`config.mk`:
```
export PLATFORM = sky130hd
export DESIGN_NAME = control_compuertas_flat
export DESIGN_NICKNAME = d
export VERILOG_FILES = /design/src/rtl/control_compuertas_if.sv /design/src/rtl/control_compuertas.sv /design/src/flat_wrapper.sv
export SDC_FILE = /design/constraint.sdc
export NUM_CORES = 1
export LEC_CHECK = 0
export ABC_CLOCK_PERIOD_IN_PS = 6800
export BUFFER_PORTS_ARGS = -buffer_cell sky130_fd_sc_hd__buf_2
export CORE_ASPECT_RATIO = 0.75
export CORE_MARGIN = 2
export CORE_UTILIZATION = 35
export DETAILED_ROUTE_END_ITERATION = 6
export GPL_ROUTABILITY_DRIVEN = 0
export HOLD_SLACK_MARGIN = 0.02
export MAX_ROUTING_LAYER = met4
export PLACE_DENSITY = 0.6
export SETUP_SLACK_MARGIN = 0.3
export SLEW_MARGIN = 15
export SYNTH_ARGS = -nofsm -noshare
export SYNTH_HDL_FRONTEND = slang
export SYNTH_SLANG_ARGS = --single-unit
```
`constraint.sdc`:
```
create_clock -name clk -period 6.8 [get_ports clk]
set_input_delay 0.68 -clock clk [delete_from_list [all_inputs] [get_ports clk]]
set_output_delay 0.68 -clock clk [all_outputs]
set_load 0.05 [all_outputs]
```
`src/rtl/control_compuertas_if.sv`:
```
// -----------------------------------------------------------------------------
// control_compuertas_if
// Groups the bean-capture inputs and the gate/status outputs of the
// control_compuertas stage.
//   master : drives bean_detect, grade, clr_counts; observes gates/status
//   slave  : the gate controller itself
// Ports carried:
//   bean_detect, grade[1:0], clr_counts               (master -> slave)
//   gate_baja, gate_media, gate_alta, busy,
//   queue_level, count_baja/media/alta,
//   overflow_err, collision_err, invalid_grade        (slave -> master)
// -----------------------------------------------------------------------------
interface control_compuertas_if #(
    parameter int DEPTH = 8,
    parameter int CNT_W = 16
);
    logic                     bean_detect;
    logic [1:0]               grade;
    logic                     clr_counts;
    logic                     gate_baja;
    logic                     gate_media;
    logic                     gate_alta;
    logic                     busy;
    logic [$clog2(DEPTH):0]   queue_level;
    logic [CNT_W-1:0]         count_baja;
    logic [CNT_W-1:0]         count_media;
    logic [CNT_W-1:0]         count_alta;
    logic                     overflow_err;
    logic                     collision_err;
    logic                     invalid_grade;

    modport master (
        output bean_detect, grade, clr_counts,
        input  gate_baja, gate_media, gate_alta, busy, queue_level,
               count_baja, count_media, count_alta,
               overflow_err, collision_err, invalid_grade
    );

    modport slave (
        input  bean_detect, grade, clr_counts,
        output gate_baja, gate_media, gate_alta, busy, queue_level,
               count_baja, count_media, count_alta,
               overflow_err, collision_err, invalid_grade
    );
endinterface

```
`src/rtl/control_compuertas.sv`:
```
// -----------------------------------------------------------------------------
// control_compuertas
// Downstream stage of the coffee-bean grade classifier. Each rising edge of
// bean_detect captures the bean's grade together with the timestamp at which
// it will reach the diverter gates. When the oldest bean becomes due, the
// matching gate is pulsed for GATE_HOLD cycles and a per-grade saturating
// counter is bumped. Sticky flags report queue overflow, gate collisions and
// invalid (11) grades.
// Ports:
//   clk, rst_n : clock (rising edge) and asynchronous active-low reset
//   bus        : control_compuertas_if.slave (capture inputs, gates, status)
// -----------------------------------------------------------------------------
module control_compuertas #(
    parameter int DEPTH         = 8,
    parameter int TRAVEL_CYCLES = 50,
    parameter int GATE_HOLD     = 10,
    parameter int CNT_W         = 16
) (
    input  logic                 clk,
    input  logic                 rst_n,
    control_compuertas_if.slave  bus
);
    localparam int AW = $clog2(DEPTH);
    localparam int LW = AW + 1;
    // Timestamp wide enough that TRAVEL_CYCLES < 2^TW, so equality against a
    // wrapped due time is unambiguous.
    localparam int TW = $clog2(TRAVEL_CYCLES) + 1;
    localparam int HW = $clog2(GATE_HOLD) + 1;

    typedef enum logic {IDLE, OPEN} state_t;

    typedef struct packed {
        logic [1:0]    grade;
        logic [TW-1:0] due;
    } entry_t;

    entry_t           fifo_q [DEPTH];
    entry_t           fifo_d [DEPTH];
    logic [AW-1:0]    wr_ptr_q, wr_ptr_d;
    logic [AW-1:0]    rd_ptr_q, rd_ptr_d;
    logic [LW-1:0]    level_q, level_d;
    logic [TW-1:0]    ts_q, ts_d;
    logic             bean_prev_q, bean_prev_d;
    state_t           state_q, state_d;
    logic [1:0]       sel_q, sel_d;
    logic [HW-1:0]    hold_q, hold_d;
    logic [2:0]       gates_q, gates_d;
    logic [CNT_W-1:0] cnt_baja_q, cnt_baja_d;
    logic [CNT_W-1:0] cnt_media_q, cnt_media_d;
    logic [CNT_W-1:0] cnt_alta_q, cnt_alta_d;
    logic             ovf_q, ovf_d;
    logic             col_q, col_d;
    logic             inv_q, inv_d;

    logic   detect, full, push, pop;
    entry_t head;

    // Capture, queue, gate sequencing and bookkeeping for one cycle.
    always_comb begin
        fifo_d      = fifo_q;
        wr_ptr_d    = wr_ptr_q;
        rd_ptr_d    = rd_ptr_q;
        level_d     = level_q;
        ts_d        = ts_q + 1'b1;
        bean_prev_d = bus.bean_detect;
        state_d     = state_q;
        sel_d       = sel_q;
        hold_d      = hold_q;
        cnt_baja_d  = cnt_baja_q;
        cnt_media_d = cnt_media_q;
        cnt_alta_d  = cnt_alta_q;
        ovf_d       = ovf_q;
        col_d       = col_q;
        inv_d       = inv_q;

        detect = bus.bean_detect & ~bean_prev_q;
        head   = fifo_q[rd_ptr_q];
        pop    = (level_q != '0) && (head.due == ts_q);
        full   = (level_q == LW'(DEPTH));
        // A full queue still accepts a bean when the head leaves this cycle.
        push   = detect && (!full || pop);

        if (push) begin
            fifo_d[wr_ptr_q].grade = (bus.grade == 2'b11) ? 2'b00 : bus.grade;
            fifo_d[wr_ptr_q].due   = ts_q + TW'(TRAVEL_CYCLES);
            wr_ptr_d               = wr_ptr_q + 1'b1;
        end
        if (pop) begin
            rd_ptr_d = rd_ptr_q + 1'b1;
        end
        case ({push, pop})
            2'b10:   level_d = level_q + 1'b1;
            2'b01:   level_d = level_q - 1'b1;
            default: level_d = level_q;
        endcase

        if (detect && full && !pop) ovf_d = 1'b1;
        if (detect && (bus.grade == 2'b11)) inv_d = 1'b1;

        // Gate FSM: a due bean always takes the gate, preempting an open one.
        case (state_q)
            IDLE: begin
                if (pop) begin
                    state_d = OPEN;
                    sel_d   = head.grade;
                    hold_d  = HW'(GATE_HOLD - 1);
                end
            end
            OPEN: begin
                if (pop) begin
                    sel_d  = head.grade;
                    hold_d = HW'(GATE_HOLD - 1);
                    col_d  = 1'b1;
                end else if (hold_q == '0) begin
                    state_d = IDLE;
                end else begin
                    hold_d = hold_q - 1'b1;
                end
            end
            default: state_d = IDLE;
        endcase

        gates_d = 3'b000;
        if (state_d == OPEN) begin
            gates_d[0] = (sel_d == 2'b00);
            gates_d[1] = (sel_d == 2'b01);
            gates_d[2] = (sel_d == 2'b10);
        end

        if (pop && head.grade == 2'b00 && cnt_baja_q  != '1) cnt_baja_d  = cnt_baja_q  + 1'b1;
        if (pop && head.grade == 2'b01 && cnt_media_q != '1) cnt_media_d = cnt_media_q + 1'b1;
        if (pop && head.grade == 2'b10 && cnt_alta_q  != '1) cnt_alta_d  = cnt_alta_q  + 1'b1;

        // Clear beats any same-cycle increment or flag set.
        if (bus.clr_counts) begin
            cnt_baja_d  = '0;
            cnt_media_d = '0;
            cnt_alta_d  = '0;
            ovf_d       = 1'b0;
            col_d       = 1'b0;
            inv_d       = 1'b0;
        end
    end

    // State registers; reset discards everything in transit.
    always_ff @(posedge clk or negedge rst_n) begin
        if (!rst_n) begin
            for (int i = 0; i < DEPTH; i++) fifo_q[i] <= '0;
            wr_ptr_q    <= '0;
            rd_ptr_q    <= '0;
            level_q     <= '0;
            ts_q        <= '0;
            bean_prev_q <= 1'b0;
            state_q     <= IDLE;
            sel_q       <= 2'b00;
            hold_q      <= '0;
            gates_q     <= 3'b000;
            cnt_baja_q  <= '0;
            cnt_media_q <= '0;
            cnt_alta_q  <= '0;
            ovf_q       <= 1'b0;
            col_q       <= 1'b0;
            inv_q       <= 1'b0;
        end else begin
            fifo_q      <= fifo_d;
            wr_ptr_q    <= wr_ptr_d;
            rd_ptr_q    <= rd_ptr_d;
            level_q     <= level_d;
            ts_q        <= ts_d;
            bean_prev_q <= bean_prev_d;
            state_q     <= state_d;
            sel_q       <= sel_d;
            hold_q      <= hold_d;
            gates_q     <= gates_d;
            cnt_baja_q  <= cnt_baja_d;
            cnt_media_q <= cnt_media_d;
            cnt_alta_q  <= cnt_alta_d;
            ovf_q       <= ovf_d;
            col_q       <= col_d;
            inv_q       <= inv_d;
        end
    end

    assign bus.gate_baja     = gates_q[0];
    assign bus.gate_media    = gates_q[1];
    assign bus.gate_alta     = gates_q[2];
    assign bus.busy          = (level_q != '0) || (state_q == OPEN);
    assign bus.queue_level   = level_q;
    assign bus.count_baja    = cnt_baja_q;
    assign bus.count_media   = cnt_media_q;
    assign bus.count_alta    = cnt_alta_q;
    assign bus.overflow_err  = ovf_q;
    assign bus.collision_err = col_q;
    assign bus.invalid_grade = inv_q;
endmodule

```
`src/flat_wrapper.sv`:
```
// flat-port wrapper written by rule: the top's interface ports become plain ports
module control_compuertas_flat 
#(
    parameter int DEPTH         = 8,
    parameter int TRAVEL_CYCLES = 50,
    parameter int GATE_HOLD     = 10,
    parameter int CNT_W         = 16
)
  (clk, rst_n, bus_bean_detect, bus_grade, bus_clr_counts, bus_gate_baja, bus_gate_media, bus_gate_alta, bus_busy, bus_queue_level, bus_count_baja, bus_count_media, bus_count_alta, bus_overflow_err, bus_collision_err, bus_invalid_grade);
  control_compuertas_if #(.DEPTH(DEPTH), .CNT_W(CNT_W)) bus_i ();
  input  logic clk;
  input  logic rst_n;
  input wire logic [$bits(bus_i.bean_detect)-1:0] bus_bean_detect;
  input wire logic [$bits(bus_i.grade)-1:0] bus_grade;
  input wire logic [$bits(bus_i.clr_counts)-1:0] bus_clr_counts;
  output wire logic [$bits(bus_i.gate_baja)-1:0] bus_gate_baja;
  output wire logic [$bits(bus_i.gate_media)-1:0] bus_gate_media;
  output wire logic [$bits(bus_i.gate_alta)-1:0] bus_gate_alta;
  output wire logic [$bits(bus_i.busy)-1:0] bus_busy;
  output wire logic [$bits(bus_i.queue_level)-1:0] bus_queue_level;
  output wire logic [$bits(bus_i.count_baja)-1:0] bus_count_baja;
  output wire logic [$bits(bus_i.count_media)-1:0] bus_count_media;
  output wire logic [$bits(bus_i.count_alta)-1:0] bus_count_alta;
  output wire logic [$bits(bus_i.overflow_err)-1:0] bus_overflow_err;
  output wire logic [$bits(bus_i.collision_err)-1:0] bus_collision_err;
  output wire logic [$bits(bus_i.invalid_grade)-1:0] bus_invalid_grade;
  assign bus_i.bean_detect = bus_bean_detect;
  assign bus_i.grade = bus_grade;
  assign bus_i.clr_counts = bus_clr_counts;
  assign bus_gate_baja = bus_i.gate_baja;
  assign bus_gate_media = bus_i.gate_media;
  assign bus_gate_alta = bus_i.gate_alta;
  assign bus_busy = bus_i.busy;
  assign bus_queue_level = bus_i.queue_level;
  assign bus_count_baja = bus_i.count_baja;
  assign bus_count_media = bus_i.count_media;
  assign bus_count_alta = bus_i.count_alta;
  assign bus_overflow_err = bus_i.overflow_err;
  assign bus_collision_err = bus_i.collision_err;
  assign bus_invalid_grade = bus_i.invalid_grade;
  control_compuertas #(.DEPTH(DEPTH), .TRAVEL_CYCLES(TRAVEL_CYCLES), .GATE_HOLD(GATE_HOLD), .CNT_W(CNT_W)) u_core (.clk(clk), .rst_n(rst_n), .bus(bus_i));
endmodule
```
==> results.txt, run 1 <==
final setup margin: 2329 ps
Ant. Diodes: 0
Mapped Nets: 681
sequential share of the synthesized area: 0.4996
synthesis-to-finish area growth: 15.18%
Die X: 174.3 um
Worst Setup SP: u_core.rd_ptr_q[0]
Via Count: 5420
WL/cell: 17.12 um
Max-Cap Viols: 0
CP required: 7120 ps
post-place setup slack: 2327 ps
Layout Nets: 730
Arrival @ worst endpoint: 4790 ps
hold buffers post-CTS: 0
kind of critical path: flip-flop to flip-flop
GRT Overall Usage: 0.1605
Die Footprint: 22960 sq um
layout cells sized above 1: 0.2824
Root Buffer: clkbuf_16
Tmin final: 4471 ps
Synth Instances: 664
Routed WL: 17360 um
Reg power frac: 0.417
Leak Pwr: 0.003881 uW
cts bufs inserted: 17
hpwl dp: 11190 um
crit-path max FO: 20
top-count cell post-synth: dfrtp_1
clock share of power: 0.310
startpoint types: flip-flop
ys flop type: dfrtp_1
initial antenna violation count: 0
crit path capture type: flip-flop
maximum VDD drop: 0.1890 mV
crit-path cells: buf_4 -> mux4_2 -> mux2i_1 -> xor2_1 -> nand4_1 -> or3_4 -> inv_2 -> o21ai_0 -> ha_1 -> xor2_1 -> ha_1 -> a21oi_1 -> xor2_1 -> nor2_1 -> xor2_1
r2r startpoint: u_core.rd_ptr_q[0]
Final Skew: 14.71 ps
vias in the first global route: 5083
power density over the cells: 364.3 nW/um^2
post_cts resized: 0
Initial Utilization: 0.3585
clk_lat worst skew: 430 ps
HP Class: input pin to async pin
Sw Ratio: 0.3355
Slew Viols, Final: 0
CTS tree: built
RSZ-0062 raised after global routing: false
Via-to-Cell Ratio: 5.345
Die Ht: 131.7 um
final hold vios: 0
CTS Sinks: 152
Worst Max-Slew Pin Slew: 1024 ps
Syn Area/Cell: 11.47 sq um
post-synth top area share: 0.4996
yosys warns: 0
CP max-delay cell: dfrtp_1
Setup-failing EPs final: 0
outcome: completed
Crit path largest cell delay: 550 ps
mapped cell area: 7614 sq um
Post-synth EDFFs: 0
Power Internal: 2123 uW
CP delay by family, top: multiplexers
Peak Freq: 223.7 MHz
Worst-path clk slew: 70 ps
DR iter-0 viols: 434
CP bufs+invs: 2
M1 wire length: 9330 um
Synth top cells by count: 152 x dfrtp_1, 82 x mux2_2, 48 x a21oi_1
CTS max path bufs: 2
largest net degree at the start of global routing: 98
remaining antenna violation count: 0
Post-CTS Setup Bufs: 0
largest area contributor in the netlist: dfrtp_1
switching pwr: 1072 uW
first-pass GRT wire length: 28750 um
FF+latch count, synth: 152
setup tns final: 0 ps
Logic pwr share: 0.273
core area: 21240 sq um
H-tree levels: 4
routed wl met2: 7220 um
uppermost layer routed: met4
drt drc: 0
slew margin rel.: 0.3152
WL met3: 695 um
drt first pass iters: 5
most frequent cell on the critical path: xor2_1
crit share post-route: 0.6575
Port Buffers: 64
Ports: 65
final core occ: 0.4129
Yosys cell types: 47
Std-Cell Rows: 46
ys async rst share: 1.000
Synth area leaders: dfrtp_1 50%, mux2_2 12%, mux4_2 3.5%, o31ai_1 3.3%, or4_1 3.3%
total gr overflow: 0
==> sequential cells by signal (all words and copies together), names as in the netlist, 2 cells and up <==
signal                  flops
u_core.hold_q               5
u_core.bus.count_media     16
u_core.rd_ptr_q             3
u_core.sel_q                2
u_core.bus.count_alta      16
u_core.ts_q                 7
u_core.fifo_q              72
u_core.bus.count_baja      16
u_core.bus.queue_level      4
u_core.wr_ptr_q             3
u_core.gates_q              3
==> metal layers <==
layer | vias to the layer above | GRT usage
li1 | 2582 | -
met1 | 2722 | 0.2492
met2 | 105 | 0.2083
met3 | 11 | 0.03460
met4 | 0 | 0.03968
met5 | - | -
==> metrics by stage <==
step | power [uW] | instances | instance area [sq um] | hold slack (ps)
global placement | 2204 | 982 | 8160 | 482.8
global route | 3384 | 1014 | 8770 | 381.3
finish | 3195 | 1014 | 8770 | 320.1
CTS | 3216 | 1014 | 8770 | 366.8
floorplan | 2001 | 664 | 7614 | 384.4
detailed placement | 2214 | 982 | 8160 | 485.3
==> worst paths after layout <==
kind | endpoint | slack, ps | cells past startpoint
max | u_core.bus.queue_level[2] | 2330 | 15
min | u_core.bus.count_media[13] | 320 | 1
max reg2reg | u_core.bus.queue_level[2] | 2330 | 15
min reg2reg | u_core.fifo_q[70] | 500 | 1
max in group asynchronous | u_core.fifo_q[23] | 5230 | 2
min in group clk | u_core.bean_prev_q | 410 | 1
==> layout by cell type, fill, tap and decap left out, types with 5 or more instances in the layout <==
cell and instances:
buf_2 63, ha_1 11, or4_1 33, a31oi_1 6
xor2_1 13, mux4_2 12, xnor2_1 12, inv_6 5
o31ai_1 33, buf_4 6, nor3_1 5, nor2b_1 14
o21ai_0 13, nand2_1 33, mux2_2 82, or3_1 7
dfrtp_1 152, clkbuf_16 17, and3_1 13, and2_1 7
nand4_1 11, inv_1 17, a21oi_1 48, nand3_1 23
nor2_1 22, mux2i_1 17
==> final cells by class <==
type	count	area, sq um
clock buffer	17	425.4
clock inverter	15	183.9
fill	2014	12470
inverter	18	67.56
multi-input combinational	454	3557
sequential	152	3804
tap	288	360.3
timing repair buffer	70	371.6
==> kinds of logic (layout without fill, tap and decap cells) <==
group	Yosys count	count (layout)	synth area share
xor+xnor	25	25	0.02876
mux	111	111	0.1791
flops	152	152	0.4996
simple gates	188	188	0.1413
fa+ha+maj	11	11	0.01808
buf+inv	58	120	0.03319
compound gates	119	119	0.09992
==> power groups by stage <==
stage	sequential [uW]	clock, uW	combinational (uW)
final	1330	991	872
after global routing	1360	1050	973
after CTS	1330	1010	880
after detailed placement	1340	0	877
after global placement	1350	0	856
after floorplan	1310	0	690
Note: power is estimated with default switching activity, not from simulation.
==> run 2, diff against run 1 <==
- ABC_CLOCK_PERIOD_IN_PS: 6800 -> 4400
- clock period: 6.8 -> 4.4 ns (I/O delays scaled with it)
==> run 2 against run 1 <==
Compared with the run above: sequential cell count unchanged; count of clock-buffer cells in the layout unchanged; largest power group unchanged; largest cell class unchanged; non-clock buffer count increased by 5; core utilization increased by 0.21 points; critical path depth decreased by 1.
==> results.txt, run 2 (same netlist as run 1, synthesis figures left out) <==
Layout Nets: 735 (+0.68%)
Die X: 174.3 um (unchanged)
DR iter-0 viols: 478 (+10%)
WL/cell: 17.34 um (+1.3%)
r2r startpoint: u_core.rd_ptr_q[2]
CP bufs+invs: 1 (-1)
Worst-path clk slew: 70 ps (about the same)
startpoint types: flip-flop
Final Skew: 11.56 ps (-3.156 ps)
Via-to-Cell Ratio: 5.412 (+1.3%)
hpwl dp: 11380 um (+1.6%)
Largest register FFs: 72 (unchanged)
Tmin final: 3718 ps (-752.8 ps)
drt first pass iters: 5 (unchanged)
Arrival @ worst endpoint: 4030 ps (-760 ps)
hold buffers post-CTS: 0 (unchanged)
most frequent cell on the critical path: xor2_1
synthesis-to-finish area growth: 15.76%
crit-path max FO: 14 (-30%)
Setup-failing EPs final: 0 (unchanged)
CTS Sinks: 152 (unchanged)
Initial Utilization: 0.3585 (unchanged)
layout cells sized above 1: 0.2873 (+0.004909)
core area: 21240 sq um (unchanged)
crit path capture type: flip-flop
GRT Overall Usage: 0.1647 (+0.004137)
remaining antenna violation count: 0 (unchanged)
CP max-delay cell: dfrtp_1
cts bufs inserted: 17 (unchanged)
clk_lat worst skew: 430 ps (about the same)
final setup margin: 681.8 ps (-1647 ps)
outcome: completed
final hold vios: 0 (unchanged)
Max-Cap Viols: 0 (unchanged)
Port Buffers: 64 (unchanged)
maximum VDD drop: 0.3740 mV (+98%)
Slew Viols, Final: 0 (unchanged)
CP required: 4710 ps (-2410 ps)
post_cts resized: 0 (unchanged)
HP Class: input pin to async pin
Peak Freq: 268.9 MHz (+20%)
post-place setup slack: 686.0 ps (-1641 ps)
setup tns final: 0 ps (unchanged)
largest net degree at the start of global routing: 103 (+5.1%)
drt drc: 0 (unchanged)
crit share post-route: 0.8451 (+0.1876)
vias in the first global route: 5298 (+4.2%)
Crit path largest cell delay: 730 ps (+180 ps)
Via Count: 5515 (+1.8%)
CTS max path bufs: 2 (unchanged)
Leak Pwr: 0.003902 uW (+0.55%)
kind of critical path: flip-flop to flip-flop
power density over the cells: 560.4 nW/um^2 (+54%)
Ant. Diodes: 0 (unchanged)
initial antenna violation count: 0 (unchanged)
RSZ-0062 raised after global routing: false
most common cell after layout, fill and taps aside: dfrtp_1
worst reg2reg path depth: 14 (-1)
most frequent cells in the layout: 152 x dfrtp_1, 82 x mux2_2, 63 x buf_2, 48 x a21oi_1
Reg-to-Reg End: u_core.bus.queue_level[2]
crit-path cells: mux4_2 -> mux2i_1 -> xor2_1 -> nand4_1 -> or3_4 -> inv_2 -> o21ai_0 -> ha_1 -> xor2_1 -> ha_1 -> a21oi_1 -> xor2_1 -> nor2_1 -> xor2_1
slew margin rel.: 0.3570 (+0.04177)
Ports: 65 (unchanged)
Root Buffer: clkbuf_16
CTS tree: built
first-pass GRT wire length: 29460 um (+2.5%)
largest register by flop count: u_core.fifo_q
Post-CTS Setup Bufs: 0 (unchanged)
reg-to-reg setup timing slack: 680 ps (-1650 ps)
Die Ht: 131.7 um (unchanged)
CP delay by family, top: flip-flops
Routed WL: 17670 um (+1.8%)
total gr overflow: 0 (unchanged)
H-tree levels: 4 (unchanged)
Die Footprint: 22960 sq um (unchanged)
Std-Cell Rows: 46 (unchanged)
Worst Max-Slew Pin Slew: 964.5 ps (-59.79 ps)
run 2: cell types whose count changed in the layout (fill, tap and decap cells not counted), sizes merged:
cell	previous run	this run
buf	70	75
clkinvlp	1	3
clkinv	4	3
inv	26	25
run 2: worst max path at each step:
| stage | startpoint | to | slack, ps | cells past startpoint |
|---|---|---|---|---|
| finish | u_core.rd_ptr_q[2] | u_core.bus.queue_level[2] | 680 | 14 |
| global route | u_core.rd_ptr_q[2] | u_core.bus.queue_level[2] | 350 | 14 |
| CTS | u_core.rd_ptr_q[2] | u_core.bus.queue_level[2] | 660 | 14 |
| detailed placement | u_core.rd_ptr_q[2] | u_core.bus.queue_level[2] | 690 | 14 |
| global placement | u_core.rd_ptr_q[2] | u_core.bus.queue_level[2] | 700 | 14 |
| floorplan | u_core.rd_ptr_q[0] | u_core.bus.queue_level[2] | 800 | 16 |
run 2: area by class of cell:
type / count / area [sq um]
flip-flops and latches: 152 / 3804
clock buffers: 17 / 425.4
repair buffers: 75 / 434.2
multi-input cells: 454 / 3557
fillers: 2006 / 12420
inverters: 18 / 67.56
well taps: 288 / 360.3
clock inverters: 15 / 165.2
run 2: metrics by stage:
step | instances | total power (uW) | hold WS (ps) | area [sq um] | utilization
6_report | 1019 | 4939 | 81.50 | 8813 | 0.4150
5_1_grt | 1019 | 5231 | 131.2 | 8813 | 0.4150
4_1_cts | 1019 | 4976 | 131.2 | 8813 | 0.4150
3_5_place_dp | 987 | 3455 | 486.8 | 8223 | 0.3872
3_3_place_gp | 987 | 3431 | 482.3 | 8223 | 0.3872
2_1_floorplan | 664 | 3093 | 144.4 | 7614 | -
run 2: where the power goes:
group	internal [uW]	total, uW	switching, uW
combinational	667	1410	744
sequential	1770	2040	265
clock	848	1490	642
run 2: metal layers:
metal  vias up  share of wire  global-route usage
li1       2594              -                   -
met1      2798           0.53              0.2535
met2       105           0.42              0.2147
met3        18          0.037             0.03431
met4         0          0.011             0.04575
met5         -              0                   -
run 2: worst register-to-register path, delay by kind of cell (launching register included):
kind	cells	cell delay [ps]
buffers and inverters	1	70
muxes	2	630
adders and majority gates	2	540
DFF	1	730
and+or+nand+nor	3	620
xor gates and xnor gates	4	650
AOI/OAI and AO/OA	2	350
